File: config.mk
export PLATFORM = sky130hd
export DESIGN_NAME = led_pssr_ctrl_flat
export DESIGN_NICKNAME = d
export VERILOG_FILES = /design/src/rtl/led_pssr_pkg.sv /design/src/rtl/led_pssr_ctrl_if.sv /design/src/rtl/led_pair_hold.sv /design/src/rtl/led_pssr_ctrl.sv /design/src/flat_wrapper.sv
export SDC_FILE = /design/constraint.sdc
export NUM_CORES = 1
export LEC_CHECK = 0
export BUFFER_PORTS_ARGS = -buffer_cell sky130_fd_sc_hd__buf_2
export CORE_MARGIN = 2
export CORE_UTILIZATION = 53
export CTS_CLUSTER_SIZE = 25
export DETAILED_ROUTE_END_ITERATION = 8
export PLACE_DENSITY = 0.79
export SLEW_MARGIN = 20
export SYNTH_ARGS = -nofsm -noshare
export SYNTH_HDL_FRONTEND = slang
export SYNTH_SLANG_ARGS = --single-unit
export TNS_END_PERCENT = 30
File: constraint.sdc
create_clock -name clk -period 5.55 [get_ports clk]
set_clock_uncertainty 0.1 [all_clocks]
set_input_delay 0 -clock clk [delete_from_list [all_inputs] [get_ports clk]]
set_output_delay 0 -clock clk [all_outputs]
set_load 0.01 [all_outputs]
File: src/rtl/led_pssr_pkg.sv
// Shared types and defaults for the LED panel PSSR sequencer.
//   DEFAULT_WIDTH        : bits per PSSR word (and shift count per word)
//   DEFAULT_LATCH_CYCLES : cycles the panel latch strobe is held high
//   pssr_state_e         : sequencer FSM states
package led_pssr_pkg;

   localparam int unsigned DEFAULT_WIDTH        = 32;
   localparam int unsigned DEFAULT_LATCH_CYCLES = 1;

   typedef enum logic [2:0] {
      ST_IDLE,
      ST_LOAD_A,
      ST_SHIFT_A,
      ST_LOAD_B,
      ST_SHIFT_B,
      ST_LATCH,
      ST_DONE
   } pssr_state_e;

endpackage

File: src/rtl/led_pssr_ctrl_if.sv
// Frame-source word-pair handshake.
//   in_valid : source presents a word pair
//   in_ready : sequencer can accept a pair
//   in_a     : word A
//   in_b     : word B
// master = frame source, slave = sequencer.
interface led_pssr_ctrl_if
   import led_pssr_pkg::*;
#(
   parameter int unsigned WIDTH = DEFAULT_WIDTH
);

   logic             in_valid;
   logic             in_ready;
   logic [WIDTH-1:0] in_a;
   logic [WIDTH-1:0] in_b;

   modport master (output in_valid, output in_a, output in_b, input in_ready);
   modport slave  (input in_valid, input in_a, input in_b, output in_ready);

endinterface

File: src/rtl/led_pair_hold.sv
// One-entry pending buffer for A/B word pairs.
//   clk, rst   : clock, async active-high reset
//   in_valid   : source offers a pair
//   in_ready   : buffer empty, pair will be captured
//   in_a, in_b : offered pair
//   drain      : sequencer takes the pending pair this edge
//   pend_valid : buffer holds a pair
//   pend_a/b   : pending pair
module led_pair_hold
   import led_pssr_pkg::*;
#(
   parameter int unsigned WIDTH = DEFAULT_WIDTH
) (
   input  logic             clk,
   input  logic             rst,
   input  logic             in_valid,
   output logic             in_ready,
   input  logic [WIDTH-1:0] in_a,
   input  logic [WIDTH-1:0] in_b,
   input  logic             drain,
   output logic             pend_valid,
   output logic [WIDTH-1:0] pend_a,
   output logic [WIDTH-1:0] pend_b
);

   logic capture;

   assign in_ready = ~pend_valid;
   assign capture  = in_valid & in_ready;

   // A capture on a draining edge keeps the entry full with the new pair.
   always_ff @(posedge clk or posedge rst) begin
      if (rst) begin
         pend_valid <= 1'b0;
         pend_a     <= '0;
         pend_b     <= '0;
      end else if (capture) begin
         pend_valid <= 1'b1;
         pend_a     <= in_a;
         pend_b     <= in_b;
      end else if (drain) begin
         pend_valid <= 1'b0;
      end
   end

endmodule

File: src/rtl/led_pssr_ctrl.sv
// Sequencer for the LED panel parallel-in/serial-out shift register.
// Accepts A/B pairs, loads and shifts A then B through the PSSR, strobes
// the panel latch, enables the panel and pulses frame_done.
//   clk, rst   : clock, async active-high reset
//   src        : word-pair handshake (slave side)
//   pssr_ra/rb : words driven to PSSR rA/rB
//   pssr_load  : PSSR parallel load strobe
//   pssr_sel   : PSSR source select, 0 = A, 1 = B
//   shift_en   : a data bit is valid on the PSSR output
//   latch      : panel latch strobe
//   oe_n       : panel output enable, active low
//   busy       : FSM not idle
//   frame_done : one-cycle pulse at the end of each pair
module led_pssr_ctrl
   import led_pssr_pkg::*;
#(
   parameter int unsigned WIDTH        = DEFAULT_WIDTH,
   parameter int unsigned LATCH_CYCLES = DEFAULT_LATCH_CYCLES
) (
   input  logic             clk,
   input  logic             rst,
   led_pssr_ctrl_if.slave   src,
   output logic [WIDTH-1:0] pssr_ra,
   output logic [WIDTH-1:0] pssr_rb,
   output logic             pssr_load,
   output logic             pssr_sel,
   output logic             shift_en,
   output logic             latch,
   output logic             oe_n,
   output logic             busy,
   output logic             frame_done
);

   localparam int unsigned     CNT_W      = $clog2(WIDTH) + 1;
   localparam logic [CNT_W-1:0] SHIFT_LAST = CNT_W'(WIDTH - 1);
   localparam logic [CNT_W-1:0] LATCH_LAST = CNT_W'(LATCH_CYCLES - 1);

   pssr_state_e      state, state_nxt;
   logic [CNT_W-1:0] cnt, cnt_nxt;
   logic             drain;
   logic             hold_ready;
   logic             pend_valid;
   logic [WIDTH-1:0] pend_a, pend_b;
   logic             load_nxt, sel_nxt, shift_nxt, latch_nxt, oe_n_nxt;

   led_pair_hold #(.WIDTH(WIDTH)) u_hold (
      .clk        (clk),
      .rst        (rst),
      .in_valid   (src.in_valid),
      .in_ready   (hold_ready),
      .in_a       (src.in_a),
      .in_b       (src.in_b),
      .drain      (drain),
      .pend_valid (pend_valid),
      .pend_a     (pend_a),
      .pend_b     (pend_b)
   );

   assign src.in_ready = hold_ready;

   // State register.
   always_ff @(posedge clk or posedge rst) begin
      if (rst) state <= ST_IDLE;
      else     state <= state_nxt;
   end

   // Next state, counter and next values of the registered outputs.
   always_comb begin
      state_nxt = state;
      cnt_nxt   = '0;
      unique case (state)
         ST_IDLE:    if (pend_valid) state_nxt = ST_LOAD_A;
         ST_LOAD_A:  state_nxt = ST_SHIFT_A;
         ST_SHIFT_A: if (cnt == SHIFT_LAST) state_nxt = ST_LOAD_B;
         ST_LOAD_B:  state_nxt = ST_SHIFT_B;
         ST_SHIFT_B: if (cnt == SHIFT_LAST) state_nxt = ST_LATCH;
         ST_LATCH:   if (cnt == LATCH_LAST) state_nxt = ST_DONE;
         ST_DONE:    state_nxt = pend_valid ? ST_LOAD_A : ST_IDLE;
         default:    state_nxt = ST_IDLE;
      endcase

      // Counter clears on every state entry.
      if (state_nxt == state) cnt_nxt = cnt + CNT_W'(1);

      drain = (state_nxt == ST_LOAD_A) && (state != ST_LOAD_A);

      // Outputs are decoded from the next state so they align with it.
      load_nxt  = (state_nxt == ST_LOAD_A) || (state_nxt == ST_LOAD_B);
      shift_nxt = (state_nxt == ST_SHIFT_A) || (state_nxt == ST_SHIFT_B);
      latch_nxt = (state_nxt == ST_LATCH);
      sel_nxt   = pssr_sel;
      if ((state_nxt == ST_LOAD_A) || (state_nxt == ST_SHIFT_A)) sel_nxt = 1'b0;
      if ((state_nxt == ST_LOAD_B) || (state_nxt == ST_SHIFT_B)) sel_nxt = 1'b1;
      // Panel stays dark until the first completed frame, then only during latch.
      oe_n_nxt = oe_n;
      if (state_nxt == ST_LATCH) oe_n_nxt = 1'b1;
      if (state_nxt == ST_DONE)  oe_n_nxt = 1'b0;
   end

   // Counter and registered outputs.
   always_ff @(posedge clk or posedge rst) begin
      if (rst) begin
         cnt        <= '0;
         pssr_ra    <= '0;
         pssr_rb    <= '0;
         pssr_load  <= 1'b0;
         pssr_sel   <= 1'b0;
         shift_en   <= 1'b0;
         latch      <= 1'b0;
         oe_n       <= 1'b1;
         busy       <= 1'b0;
         frame_done <= 1'b0;
      end else begin
         cnt        <= cnt_nxt;
         pssr_load  <= load_nxt;
         pssr_sel   <= sel_nxt;
         shift_en   <= shift_nxt;
         latch      <= latch_nxt;
         oe_n       <= oe_n_nxt;
         busy       <= (state_nxt != ST_IDLE);
         frame_done <= (state_nxt == ST_DONE);
         if (drain) begin
            pssr_ra <= pend_a;
            pssr_rb <= pend_b;
         end
      end
   end

endmodule
File: src/flat_wrapper.sv
// flat-port wrapper written by rule: the top's interface ports become plain ports
module led_pssr_ctrl_flat import led_pssr_pkg::*;
#(
   parameter int unsigned WIDTH        = DEFAULT_WIDTH,
   parameter int unsigned LATCH_CYCLES = DEFAULT_LATCH_CYCLES
)
  (clk, rst, pssr_ra, pssr_rb, pssr_load, pssr_sel, shift_en, latch, oe_n, busy, frame_done, src_in_valid, src_in_a, src_in_b, src_in_ready);
  led_pssr_ctrl_if #(.WIDTH(WIDTH)) src_i ();
  input  logic clk;
  input  logic rst;
  output logic [WIDTH-1:0] pssr_ra;
  output logic [WIDTH-1:0] pssr_rb;
  output logic pssr_load;
  output logic pssr_sel;
  output logic shift_en;
  output logic latch;
  output logic oe_n;
  output logic busy;
  output logic frame_done;
  input wire logic [$bits(src_i.in_valid)-1:0] src_in_valid;
  input wire logic [$bits(src_i.in_a)-1:0] src_in_a;
  input wire logic [$bits(src_i.in_b)-1:0] src_in_b;
  output wire logic [$bits(src_i.in_ready)-1:0] src_in_ready;
  assign src_i.in_valid = src_in_valid;
  assign src_i.in_a = src_in_a;
  assign src_i.in_b = src_in_b;
  assign src_in_ready = src_i.in_ready;
  led_pssr_ctrl #(.WIDTH(WIDTH), .LATCH_CYCLES(LATCH_CYCLES)) u_core (.clk(clk), .rst(rst), .src(src_i), .pssr_ra(pssr_ra), .pssr_rb(pssr_rb), .pssr_load(pssr_load), .pssr_sel(pssr_sel), .shift_en(shift_en), .latch(latch), .oe_n(oe_n), .busy(busy), .frame_done(frame_done));
endmodule
**Word-level counts from Yosys, hierarchy flattened**

Cells that the tools add are included.

- Memory bits (read-only): 0
- Output and inout port bits: 72
- Input port bits: 67
- Logic and storage cells: 56
- Memory bits (writable): 0
- Bits in registers: 145
- Bits in latches: 0
- Memories: 0

- Magnitude comparators: 0
- Reductions and logical operators: 11
- Shift-type cells: 0
- Div/mod/pow operators: 0
- Bitwise operators: 2
- Multiply operators: 0
- Equal/unequal tests: 15
- Mux-type cells: 13
- Add/subtract/negate cells: 1

Operators with widths:

| cell | count |
|---|---|
| $pmux W3 S7 | 1 |
| $eq A3 B3 Y1 const B | 6 |
| $eq A3 B2 Y1 const B | 4 |
| $mux W3 | 4 |
| $mux W1 | 7 |
| $add A6 B1 Y6 const B | 1 |
| $eq A3 B1 Y1 const B | 2 |
| $eq A6 B5 Y1 const B | 1 |
| $logic_not A6 Y1 | 1 |
| $mux W6 | 1 |
| $reduce_bool A2 Y1 | 3 |
| $logic_or A1 B1 Y1 | 4 |
| $eq A3 B3 Y1 | 1 |
| $logic_not A3 Y1 | 1 |
| $ne A3 B1 Y1 const B | 1 |
| $reduce_bool A3 Y1 | 1 |
| $and A1 B1 Y1 | 1 |
| $logic_and A1 B1 Y1 | 1 |
| $not A1 Y1 | 1 |

**Longest topological paths before layout**

Gate-level depths: netlist (run 1).

- Depth after elaboration: 7
- Mapped depth: 7
- Depth with buffers taken out: 6

**Cells and area by module**

Synthesis (run 1) repeated with hierarchy kept, for this count alone.

- Cells, all modules: 350
- Area, all modules: 6129.6 sq um

Modules (own cells, without submodules):

| module | area an instance (sq um) | cells an instance | times used |
|---|---|---|---|
| led_pssr_ctrl | 3442.1 | 210 | 1 |
| led_pair_hold | 2687.6 | 140 | 1 |

**Worst setup path after synthesis (run 1)**

OpenSTA, ideal clock, no wires.

- Path type: register -> register
- Start: register u_core.cnt[0]
- End: register u_core.cnt[2]
- Setup slack: 3810 ps
- Data required time: 5331 ps
- Period minus slack after synthesis: 1740 ps
- Cell stages (with the launch flop): 8
- Setup time: 119 ps
- Buffers on the path: 1
- Data arrival time: 1522 ps
- Path through: dfrtp_1 inv_1 ha_1 or4b_4 o211ai_2 and4_1 buf_2 nor2_1

- Word-level cells in the longest chain between the ends: 5
- Elaborated cells between the ends (all ways): 9
- Those cells by class: 1 x add/sub; 2 x eq/ne; 5 x mux; 1 x reduce/logical

Ends and longest elaborated chain:

| element | RTL line | RTL |
|---|---|---|
| from (decl) | led_pssr_ctrl.sv:39 | `logic [CNT_W-1:0] cnt, cnt_nxt;` |
| from (signal assigned) | led_pssr_ctrl.sv:114 | `cnt <= cnt_nxt;` |
| $eq A6 B5 Y1 / $logic_not A6 Y1 (equally long branches) | led_pssr_ctrl.sv:74, led_pssr_ctrl.sv:76, led_pssr_ctrl.sv:77 |  |
| $mux W3 (on tied branches) | led_pssr_ctrl.sv:76, led_pssr_ctrl.sv:74, led_pssr_ctrl.sv:77 |  |
| $pmux W3 S7 | led_pssr_ctrl.sv:71 | `unique case (state)` |
| $eq A3 B3 Y1 | led_pssr_ctrl.sv:83 | `if (state_nxt == state) cnt_nxt = cnt + CNT_W'(1);` |
| $mux W6 * | led_pssr_ctrl.sv:83 |  |
| via u_core.cnt_nxt[2] | led_pssr_ctrl.sv:39 |  |

Mark *: on every way through the listed nets, which the timed path passes. The rest lies on a longest branch.
A chain may end at the register's enable or synchronous reset.

**Final worst setup path (run 1)**

- Start: register u_core.state[0]
- End: register u_core.pssr_ra[6]

- Word-level cells in the longest chain between the ends: 4
- Elaborated cells between the ends (all ways): 15
- Those cells by class: 8 x eq/ne; 5 x mux; 2 x reduce/logical

Ends and longest elaborated chain:

| element | RTL line | RTL |
|---|---|---|
| from (decl) | led_pssr_ctrl.sv:38 | `pssr_state_e state, state_nxt;` |
| from (signal assigned) | led_pssr_ctrl.sv:64 | `else state <= state_nxt;` |
| $eq A3 B3 Y1 (tied with other cells) | led_pssr_ctrl.sv:71 |  |
| $pmux W3 S7 | led_pssr_ctrl.sv:71 |  |
| $eq A3 B1 Y1 | led_pssr_ctrl.sv:85 | `drain = (state_nxt == ST_LOAD_A) && (state != ST_LOAD_A);` |
| $logic_and A1 B1 Y1 * | led_pssr_ctrl.sv:85 |  |
| to (signal assigned) | led_pssr_ctrl.sv:123 | `pssr_ra <= pend_a;` |
| to (decl) | led_pssr_ctrl.sv:23 | `output logic [WIDTH-1:0] pssr_ra,` |

Every way passes the cells marked *; elsewhere a longest branch is shown, timed or not.

==> impl_metrics.csv, run 1 <==
group,metric,value,unit
floorplan,die_h,108,um
timing,tightest_slew,1050,ps
placed_design,port_buffers,138,
synthesis,synth-seq-cells,145,
drt,wire_per_inst,17.0,um
synthesis,ys_top_cells_by_area,"dfrtp_1 63%, mux2_2 18%, mux2_4 10%",
setup_path,path_class,"register to register",
clock_network,cts_sinks,145,
cells_and_area,drive_gt1_share,53.0,%
global_route,grt_usage,21.8,%
floorplan,die_w,108,um
timing,fin_crit,2940,ps
synthesis,syn_nets,423,
clock_network,cts_root_buffer,"clkbuf_8",
floorplan,dieArea,0.0116,sq mm
setup_path,required,5860,ps
cells_and_area,syn_to_final_growth,36.9,%
floorplan,io_pins,139,
drt,vias_per_cell,5.09,
clock_network,clockBufferDepth,2,
pwr,ir_drop,0.206,mV
floorplan,rows,37,
synthesis,synthArstFlopShare,100,%
cells_and_area,regArea,0.00363,sq mm
timing,holdWs,13.3,ps
clock_network,cts_buffers,17,
synthesis,ys_seq_area_share,63.5,%
synthesis,synthesis.area,0.00571,sq mm
drt,drt-pass1-iter-count,4,
synthesis,synthTopCellsByCount,"144 x dfrtp_1, 90 x mux2_2, 38 x mux2_4",
outcome,status,"complete, no violations",
setup_path,cp.arrival,3240,ps
synthesis,synthCells,354,
clock_network,cts_tree,"built",
drt,ant_nets,0,
cells_and_area,fillers,614,
timing,relSlewSlack,29.9,%
placed_design,gp_congestion,0.887,
timing,setup_tns,0,ps
clock_network,post_cts_resized,0,
drt,drt_iter0_drc,154,
timing,fin_crit_sh,52.9,%
floorplan,fp.coreArea,0.0104,sq mm
min_path,hp-class,"input port to register",
synthesis,synth_area_leader_cell,"dfrtp_1",
clock_network,hold_buffers,66,
synthesis,synth-warning-count,0,
synthesis,yosys.area.top_type_share,63.1,%
setup_path,critPathMaxFanout,35,
synthesis,synth_ff_type,"dfrtp_1",
global_route,grt_pass1_vias,3779,
cells_and_area,nets,632,
synthesis,avgSynthCellArea,16.1,sq um
clock_network,worstSkewPairLatency,520,ps
timing,fmax,0.340,GHz
cells_and_area,multi_input_area,0.00196,sq mm
setup_path,worstSetupEndpointType,"register",
synthesis,yosysUniqueCellTypes,33,
flow_run,maxCapViolations,0,
clock_network,clk_pin_slew,60,ps
global_route,grt-ovfl-total,0,
global_route,grt_pass1_wl,19100,um
timing,hold_viol,0,
timing,drv_slew,0,
drt,drc,0,
global_route,grt_max_degree,84,
global_route,antenna_found_initial,1,
timing,report.final.setup_viol,0,
drt,vias,3616,
setup_path,startpoint_type,"register",
floorplan,start_util,54.8,%
drt,routed_wl,12100,um
placed_design,dpl.hpwl,7220,um
pwr,power.leakage,0.00372,uW
clock_network,post_cts_buffers,0,
synthesis,synth.most_common_cell,"dfrtp_1",
timing,rsz0062_at_grt,"no",
clock_network,cts_max_level,4,
pwr,p_per_area,382,mW/mm^2
synthesis,synth_edf_count,0,
[routing by layer]
layer,track usage [%],vias to the layer above,share of wire (%)
met5,0,-,0
met4,6.04,0,0.94
met3,9.32,12,7.8
met2,35.1,129,49
met1,26.9,1818,42
li1,-,1657,-
[sequential cells by signal, indices dropped and copies added (netlist names), 3 cells and up]
register and count:
u_core.u_hold.pend_a 32, u_core.u_hold.pend_b 32, u_core.cnt 6, u_core.pssr_ra 32, u_core.pssr_rb 32, u_core.state 3
[cell usage in the layout, fill, tap and decap left out, drive strengths merged, types with 2 or more instances in the layout]
| master | count |
|---|---|
| o211ai | 4 |
| mux2 | 128 |
| nor2b | 4 |
| clkbuf | 20 |
| nand2 | 6 |
| o21ai | 6 |
| nand3 | 5 |
| dlygate4sd3 | 66 |
| xnor2 | 2 |
| dfrtp | 144 |
| clkinv | 4 |
| bufinv | 6 |
| nor2 | 11 |
| inv | 6 |
| ha | 2 |
| nand2b | 2 |
| xor2 | 2 |
| buf | 141 |
| o21bai | 2 |
[logic make-up (layout without fill, tap and decap cells)]
kind of cell | Yosys count | in the layout | share of synthesized area (%)
flops | 145 | 145 | 63.5
simple gates | 35 | 35 | 3.22
xor+xnor | 4 | 4 | 0.613
fa+ha+maj | 2 | 2 | 0.438
mux | 129 | 129 | 27.9
buf+inv | 23 | 243 | 2.39
other cells | 0 | 1 | 0
compound gates | 16 | 16 | 1.88
[through the flow]
| stage | total power, uW | cells | instance area (sq um) | setup slack (ps) | utilization, % |
|---|---|---|---|---|---|
| floorplan | 1590 | 354 | 5710 | 1560 | - |
| CTS | 3010 | 710 | 7810 | 2600 | 75.0 |
| global route | 3120 | 710 | 7820 | 2450 | 75.0 |
| finish | 2990 | 711 | 7820 | 2610 | 75.1 |
| global placement | 1670 | 614 | 6500 | 2700 | 62.4 |
| detailed placement | 1700 | 614 | 6500 | 2590 | 62.4 |
[final timing paths]
kind / from / to / slack, ps / cells after the start
max: u_core.state[0] / u_core.pssr_ra[6] / 2610 / 5
min: src_in_valid / u_core.u_hold.pend_valid / 10 / 3
max reg2reg: u_core.state[0] / u_core.pssr_ra[6] / 2610 / 5
min reg2reg: u_core.oe_n / u_core.oe_n / 380 / 2
max in group asynchronous: rst / u_core.pssr_rb[8] / 3620 / 5
min in group asynchronous: rst / u_core.pssr_rb[6] / 620 / 4
[power by group]
group	total [uW]	switching, uW	internal (uW)
registers	1370	110	1260
logic	354	123	231
clock network	1260	422	840
total	2990	656	2330
[cell type report]
| type | instances | share of cell area [%] |
|---|---|---|
| flip-flops and latches | 145 | 46.4 |
| multi-input cells | 186 | 25.0 |
| repair buffers | 207 | 17.6 |
| clock buffers | 20 | 5.70 |
| clock inverters | 10 | 2.66 |
| well taps | 136 | 2.18 |
| inverters | 6 | 0.352 |
| diodes | 1 | 0.0320 |
[critical path, cell delays in order, from the launching register on]
cell and delay, ps:
dfrtp_1 490, inv_1 200, nand2_1 140, nor2_4 780, buf_4 660, mux2_2 400
Power figures use the tool's default switching activity.
==> run 2, diff against run 1 <==
--- a/config.mk
+++ b/config.mk
@@ -5,12 +5,13 @@
 export SDC_FILE = /design/constraint.sdc
 export NUM_CORES = 1
 export LEC_CHECK = 0
+export ABC_AREA = 1
 export BUFFER_PORTS_ARGS = -buffer_cell sky130_fd_sc_hd__buf_2
 export CORE_MARGIN = 2
-export CORE_UTILIZATION = 53
+export CORE_UTILIZATION = 48
 export CTS_CLUSTER_SIZE = 25
 export DETAILED_ROUTE_END_ITERATION = 8
-export PLACE_DENSITY = 0.79
+export PLACE_DENSITY = 0.76
 export SLEW_MARGIN = 20
 export SYNTH_ARGS = -nofsm -noshare
 export SYNTH_HDL_FRONTEND = slang
==> constraint.sdc (replaced) <==
create_clock -name clk -period 2.37 [get_ports clk]
set_clock_uncertainty 0.1 [all_clocks]
set_input_delay 0 -clock clk [delete_from_list [all_inputs] [get_ports clk]]
set_output_delay 0 -clock clk [all_outputs]
set_load 0.01 [all_outputs]
==> impl_metrics.csv, run 2 <==
group,metric,value,unit
drt,drt_iter0_drc,203,
clock_network,cts_max_level,4,
placed_design,dp_slack,518,ps
placed_design,port_buffers,138,
placed_design,dpl.hpwl,7740,um
clock_network,cts_buffers,17,
floorplan,rows,39,
synthesis,synthesis.area,0.00555,sq mm
synthesis,synthTopCellsByCount,"158 x nand2_1, 144 x dfrtp_1, 47 x nor2_1",
drt,drc,0,
timing,relSlewSlack,46.6,%
drt,routed_wl,12900,um
pwr,p_per_area,815,mW/mm^2
clock_network,clk_pin_slew,50,ps
pwr,ir_drop,0.624,mV
global_route,grt_max_degree,146,
timing,holdWs,24.3,ps
cells_and_area,nets,805,
cells_and_area,finalInstanceArea,0.00761,sq mm
floorplan,die_h,112,um
floorplan,start_util,48.8,%
global_route,antenna_found_initial,0,
setup_path,worstSetupEndpointType,"register",
setup_path,required,2620,ps
clock_network,cts_root_buffer,"clkbuf_16",
synthesis,synthArstFlopShare,100,%
global_route,grt_pass1_vias,4561,
flow_run,maxCapViolations,0,
drt,ant_nets,0,
cells_and_area,syn_to_final_growth,37.0,%
min_path,hp-class,"input port to register",
synthesis,yosys.area.top_type_share,64.9,%
synthesis,synth_area_leader_cell,"dfrtp_1",
global_route,grt_pass1_wl,21300,um
synthesis,synth_ff_type,"dfrtp_1",
timing,tightest_slew,801,ps
cells_and_area,layout_commonest_cell,"nand2_1",
setup_path,path_class,"register to register",
floorplan,io_pins,139,
timing,worst_slack,497,ps
synthesis,synth_edf_count,0,
timing,rsz0062_at_grt,"no",
clock_network,cts_sinks,145,
global_route,grt-ovfl-total,0,
timing,hold_viol,0,
drt,drt-pass1-iter-count,4,
cells_and_area,diodes,0,
synthesis,yosysUniqueCellTypes,23,
synthesis,synth-seq-cells,145,
setup_path,cp.arrival,2120,ps
drt,vias_per_cell,4.89,
pwr,power.leakage,0.00403,uW
drt,wire_per_inst,14.4,um
synthesis,synthCells,531,
drt,vias,4361,
synthesis,avgSynthCellArea,10.5,sq um
floorplan,fp.coreArea,0.0114,sq mm
synthesis,ys_top_cells_by_area,"dfrtp_1 65%, nand2_1 11%, mux2_2 7.9%",
outcome,status,"complete, no violations",
placed_design,gp_congestion,0.862,
clock_network,cts_tree,"built",
clock_network,post_cts_resized,0,
synthesis,ys_seq_area_share,65.4,%
timing,setup_tns,0,ps
clock_network,worstSkewPairLatency,410,ps
floorplan,die_w,112,um
timing,fin_crit_sh,79.0,%
synthesis,synth-warning-count,0,
cells_and_area,most-common-layout-cells,"157 x nand2_1, 144 x dfrtp_1, 138 x buf_2",
timing,fmax,0.534,GHz
clock_network,clockBufferDepth,2,
setup_path,critPathMaxFanout,54,
setup_path,startpoint_type,"register",
global_route,grt_usage,21.8,%
synthesis,synth.most_common_cell,"nand2_1",
timing,drv_slew,0,
placed_design,place_area,0.00639,sq mm
floorplan,dieArea,0.0124,sq mm
cells_and_area,drive_gt1_share,29.8,%
synthesis,syn_nets,600,
timing,fin_crit,1870,ps
timing,report.final.setup_viol,0,
[run 2: per-layer routing]
layer  global-route usage, %  vias up  part of all wire [%]  routed length (um)
met5                       0        -                     0                   0
met4                    9.88        0                   2.5                 326
met3                    7.08       34                   7.1                 916
met2                    36.6      162                    49                6330
met1                    25.9     2085                    41                5290
li1                        -     2080                     -                   -
[run 2: what timing repair did]
item / in CTS / in global routing
endpoints found under the hold margin: 208 / 0
hold buffers: 65 / 0
setup buffers: 0 / 0
[run 2: worst max-delay path, stage by stage (launching register included)]
cell and delay [ps]:
dfrtp_1 450, nand2_1 140, inv_1 90, o21ai_4 150
buf_4 430, nand3_2 150, nor2_1 160, a21oi_1 80
nand2_1 50
[run 2: cell families (layout without fill, tap and decap cells)]
logic type	count (synthesis)	in the layout	share of synthesized area (%)
muxes	39	39	7.91
AOI/OAI and AO/OA	55	55	5.09
xor gates and xnor gates	3	3	0.473
DFF	145	145	65.4
buffers and inverters	64	282	4.89
adders and majority gates	2	2	0.451
and+or+nand+nor	223	223	15.8
[run 2: final timing paths]
path | end | startpoint | slack (ps) | depth (start not counted)
worst max-delay path | u_core.pssr_sel | u_core.state[1] | 500 | 8
worst min-delay path | u_core.u_hold.pend_valid | src_in_valid | 20 | 3
worst max register to register | u_core.pssr_sel | u_core.state[1] | 500 | 8
worst min register to register | u_core.pssr_rb[5] | u_core.u_hold.pend_b[5] | 370 | 2
max in group asynchronous | u_core.pssr_rb[21] | rst | 1320 | 4
min in group asynchronous | u_core.latch | rst | 210 | 4
[run 2: cell type report]
class	instances	area, sq um
fill	833	3760
tap	143	179
clock inverter	11	114
multi-input combinational	322	1670
sequential	145	3630
timing repair buffer	209	1410
clock buffer	21	450
inverter	41	158
[run 2: power breakdown]
group / switching [uW] / internal [uW]
Sequential: 170 / 2860
Combinational: 275 / 363
Clock: 969 / 1560
[run 2: stage by stage]
stage | utilization, % | std cells | total power [uW]
2_1_floorplan | - | 531 | 3430
3_3_place_gp | 56.2 | 795 | 3560
3_5_place_dp | 56.2 | 795 | 3620
4_1_cts | 66.9 | 892 | 6250
5_1_grt | 66.9 | 892 | 6500
6_report | 66.9 | 892 | 6200
==> run 3, diff against run 2 <==
--- a/config.mk
+++ b/config.mk
@@ -8,10 +8,10 @@
 export ABC_AREA = 1
 export BUFFER_PORTS_ARGS = -buffer_cell sky130_fd_sc_hd__buf_2
 export CORE_MARGIN = 2
-export CORE_UTILIZATION = 48
+export CORE_UTILIZATION = 53
 export CTS_CLUSTER_SIZE = 25
 export DETAILED_ROUTE_END_ITERATION = 8
-export PLACE_DENSITY = 0.76
+export PLACE_DENSITY = 0.8
 export SLEW_MARGIN = 20
 export SYNTH_ARGS = -nofsm -noshare
 export SYNTH_HDL_FRONTEND = slang
==> constraint.sdc (replaced) <==
create_clock -name clk -period 1.95 [get_ports clk]
set_clock_uncertainty 0.1 [all_clocks]
set_input_delay 0 -clock clk [delete_from_list [all_inputs] [get_ports clk]]
set_output_delay 0 -clock clk [all_outputs]
set_load 0.01 [all_outputs]
==> impl_metrics.csv, run 3 (synthesis results as in run 2) <==
group,metric,value,unit
outcome,status,"complete, no violations",
cells_and_area,final_cells,903,
drt,wire_per_inst,15.7,um
timing,drv_slew,0,
min_path,hp-class,"input port to async pin",
global_route,met1_usage,30.6,%
flow_run,maxCapViolations,0,
timing,hold_viol,0,
timing,rsz0062_at_grt,"no",
drt,drc,0,
pwr,p_int,6210,uW
clock_network,clk_pin_slew,60,ps
clock_network,cts_max_level,4,
clock_network,cts_tree,"built",
setup_path,path_class,"register to register",
floorplan,dieArea,0.0113,sq mm
pwr,p_per_area,1020,mW/mm^2
pwr,switching_power,1840,uW
timing,tightest_slew,646,ps
clock_network,clockBufferDepth,2,
timing,fmax,0.531,GHz
cells_and_area,multi_input_area,0.00168,sq mm
cells_and_area,most-common-layout-cells,"157 x nand2_1, 144 x dfrtp_1, 138 x buf_2",
timing,fin_crit,1880,ps
floorplan,rows,37,
global_route,busiest_layer,"met2",
cells_and_area,diodes,0,
floorplan,io_pins,139,
drt,vias_per_cell,5.07,
clock_network,cts_root_buffer,"clkbuf_8",
setup_path,cp.arrival,2190,ps
setup_path,path_cells,"inv_1, nand2_8, mux2_2, dlygate4sd3_1",
timing,fin_crit_sh,96.5,%
cells_and_area,fillers,623,
pwr,p_seq_share,45.9,%
placed_design,dpl.hpwl,7890,um
timing,worst_slack,68.2,ps
placed_design,dp_slack,260,ps
pwr,clkPwrFrac,41.7,%
pwr,power.leakage,0.00414,uW
clock_network,cts_sinks,145,
setup_path,regToRegSetupSlack,70,ps
timing,report.final.setup_viol,0,
placed_design,dp.cells,790,
global_route,grt_pass1_wl,23000,um
global_route,grt_usage,26.4,%
setup_path,critPathMaxFanout,20,
global_route,grt_max_degree,62,
floorplan,fp.coreArea,0.0102,sq mm
clock_network,cts_buffers,17,
setup_path,reg2reg_from,"u_core.u_hold.pend_valid",
global_route,use_met2,46.1,%
setup_path,required,2250,ps
timing,setup_tns,0,ps
setup_path,worst_path_max_delay_cell,"dlygate4sd3_1",
pwr,ir_drop,0.687,mV
setup_path,startpoint_type,"register",
drt,drt_iter0_drc,239,
timing,relSlewSlack,56.8,%
drt,routed_wl,14200,um
floorplan,die_h,106,um
cells_and_area,nets,824,
drt,drt-pass1-iter-count,4,
cells_and_area,layout_commonest_cell,"nand2_1",
global_route,use_met3,7.36,%
cells_and_area,regArea,0.00363,sq mm
clock_network,worstSkewPairLatency,530,ps
placed_design,gp_congestion,0.855,
cells_and_area,syn_to_final_growth,41.8,%
pwr,swShare,22.8,%
drt,vias,4576,
global_route,antenna_found_initial,0,
setup_path,cpPeakStageDelay,570,ps
setup_path,worstSetupEndpointType,"register",
floorplan,die_w,106,um
cells_and_area,drive_gt1_share,29.3,%
drt,ant_nets,0,
setup_path,crit_path_start,"u_core.u_hold.pend_valid",
global_route,grt_pass1_vias,4839,
placed_design,port_buffers,138,
floorplan,start_util,54.3,%
pwr,comb_power_share,12.4,%
global_route,grt-ovfl-total,0,
-- run 3: cell types whose count changed in the layout (fill, tap and decap cells not counted), sizes merged --
cell and change:
clkinv -3, buf +2, bufinv +2, dlygate4sd3 +17
-- run 3: final cells by class --
class / instances / share of cell area, %
multi-input combinational: 322 / 21.3
timing repair buffer: 228 / 20.7
tap: 136 / 2.16
clock inverter: 10 / 2.02
inverter: 41 / 2.00
clock buffer: 21 / 5.70
sequential: 145 / 46.1
-- run 3: power groups by stage --
stage / Sequential [uW] / Clock (uW) / Combinational, uW
floorplan: 3660 / 0 / 506
global placement: 3690 / 0 / 638
detailed placement: 3720 / 0 / 686
CTS: 3670 / 3390 / 968
global route: 3730 / 3530 / 1100
finish: 3700 / 3360 / 994
-- run 3: stage by stage --
step | utilization (%) | instance area [sq um] | power [uW] | hold slack, ps
final | 77.0 | 7880 | 8050 | 6.37
after global routing | 77.0 | 7880 | 8360 | 52.1
after CTS | 76.9 | 7870 | 8030 | 18.6
after detailed placement | 62.9 | 6440 | 4400 | 22.8
after global placement | 62.9 | 6440 | 4330 | 6.58
after floorplan | - | 5560 | 4170 | 50.5
-- run 3: worst paths after layout --
check / to / cells past startpoint
max in group asynchronous: u_core.u_hold.pend_b[3] / 4
hold / removal: u_core.u_hold.pend_a[0] / 3
setup / recovery: u_core.u_hold.pend_a[28] / 4
hold reg to reg: u_core.pssr_rb[28] / 2
min in group clk: u_core.u_hold.pend_b[30] / 3
setup reg to reg: u_core.u_hold.pend_a[28] / 4
-- run 3: timing repair --
item	4_1_cts	5_1_grt
setup buffers	0	0
gates resized for setup	0	1
hold endpoints to repair	210	0
setup endpoints to repair	0	2
hold buffers	82	0
-- run 3: critical path, delay by kind of cell (launching register included) --
kind	cells	cell delay, ps
flops	1	350
simple gates	1	190
mux	1	330
buf+inv	2	780
-- run 3: per-layer routing --
| metal | up-vias | routed length (um) |
|---|---|---|
| met3 | 35 | 879 |
| met5 | - | 0 |
| li1 | 2122 | - |
| met2 | 164 | 7420 |
| met1 | 2255 | 5490 |
| met4 | 0 | 376 |
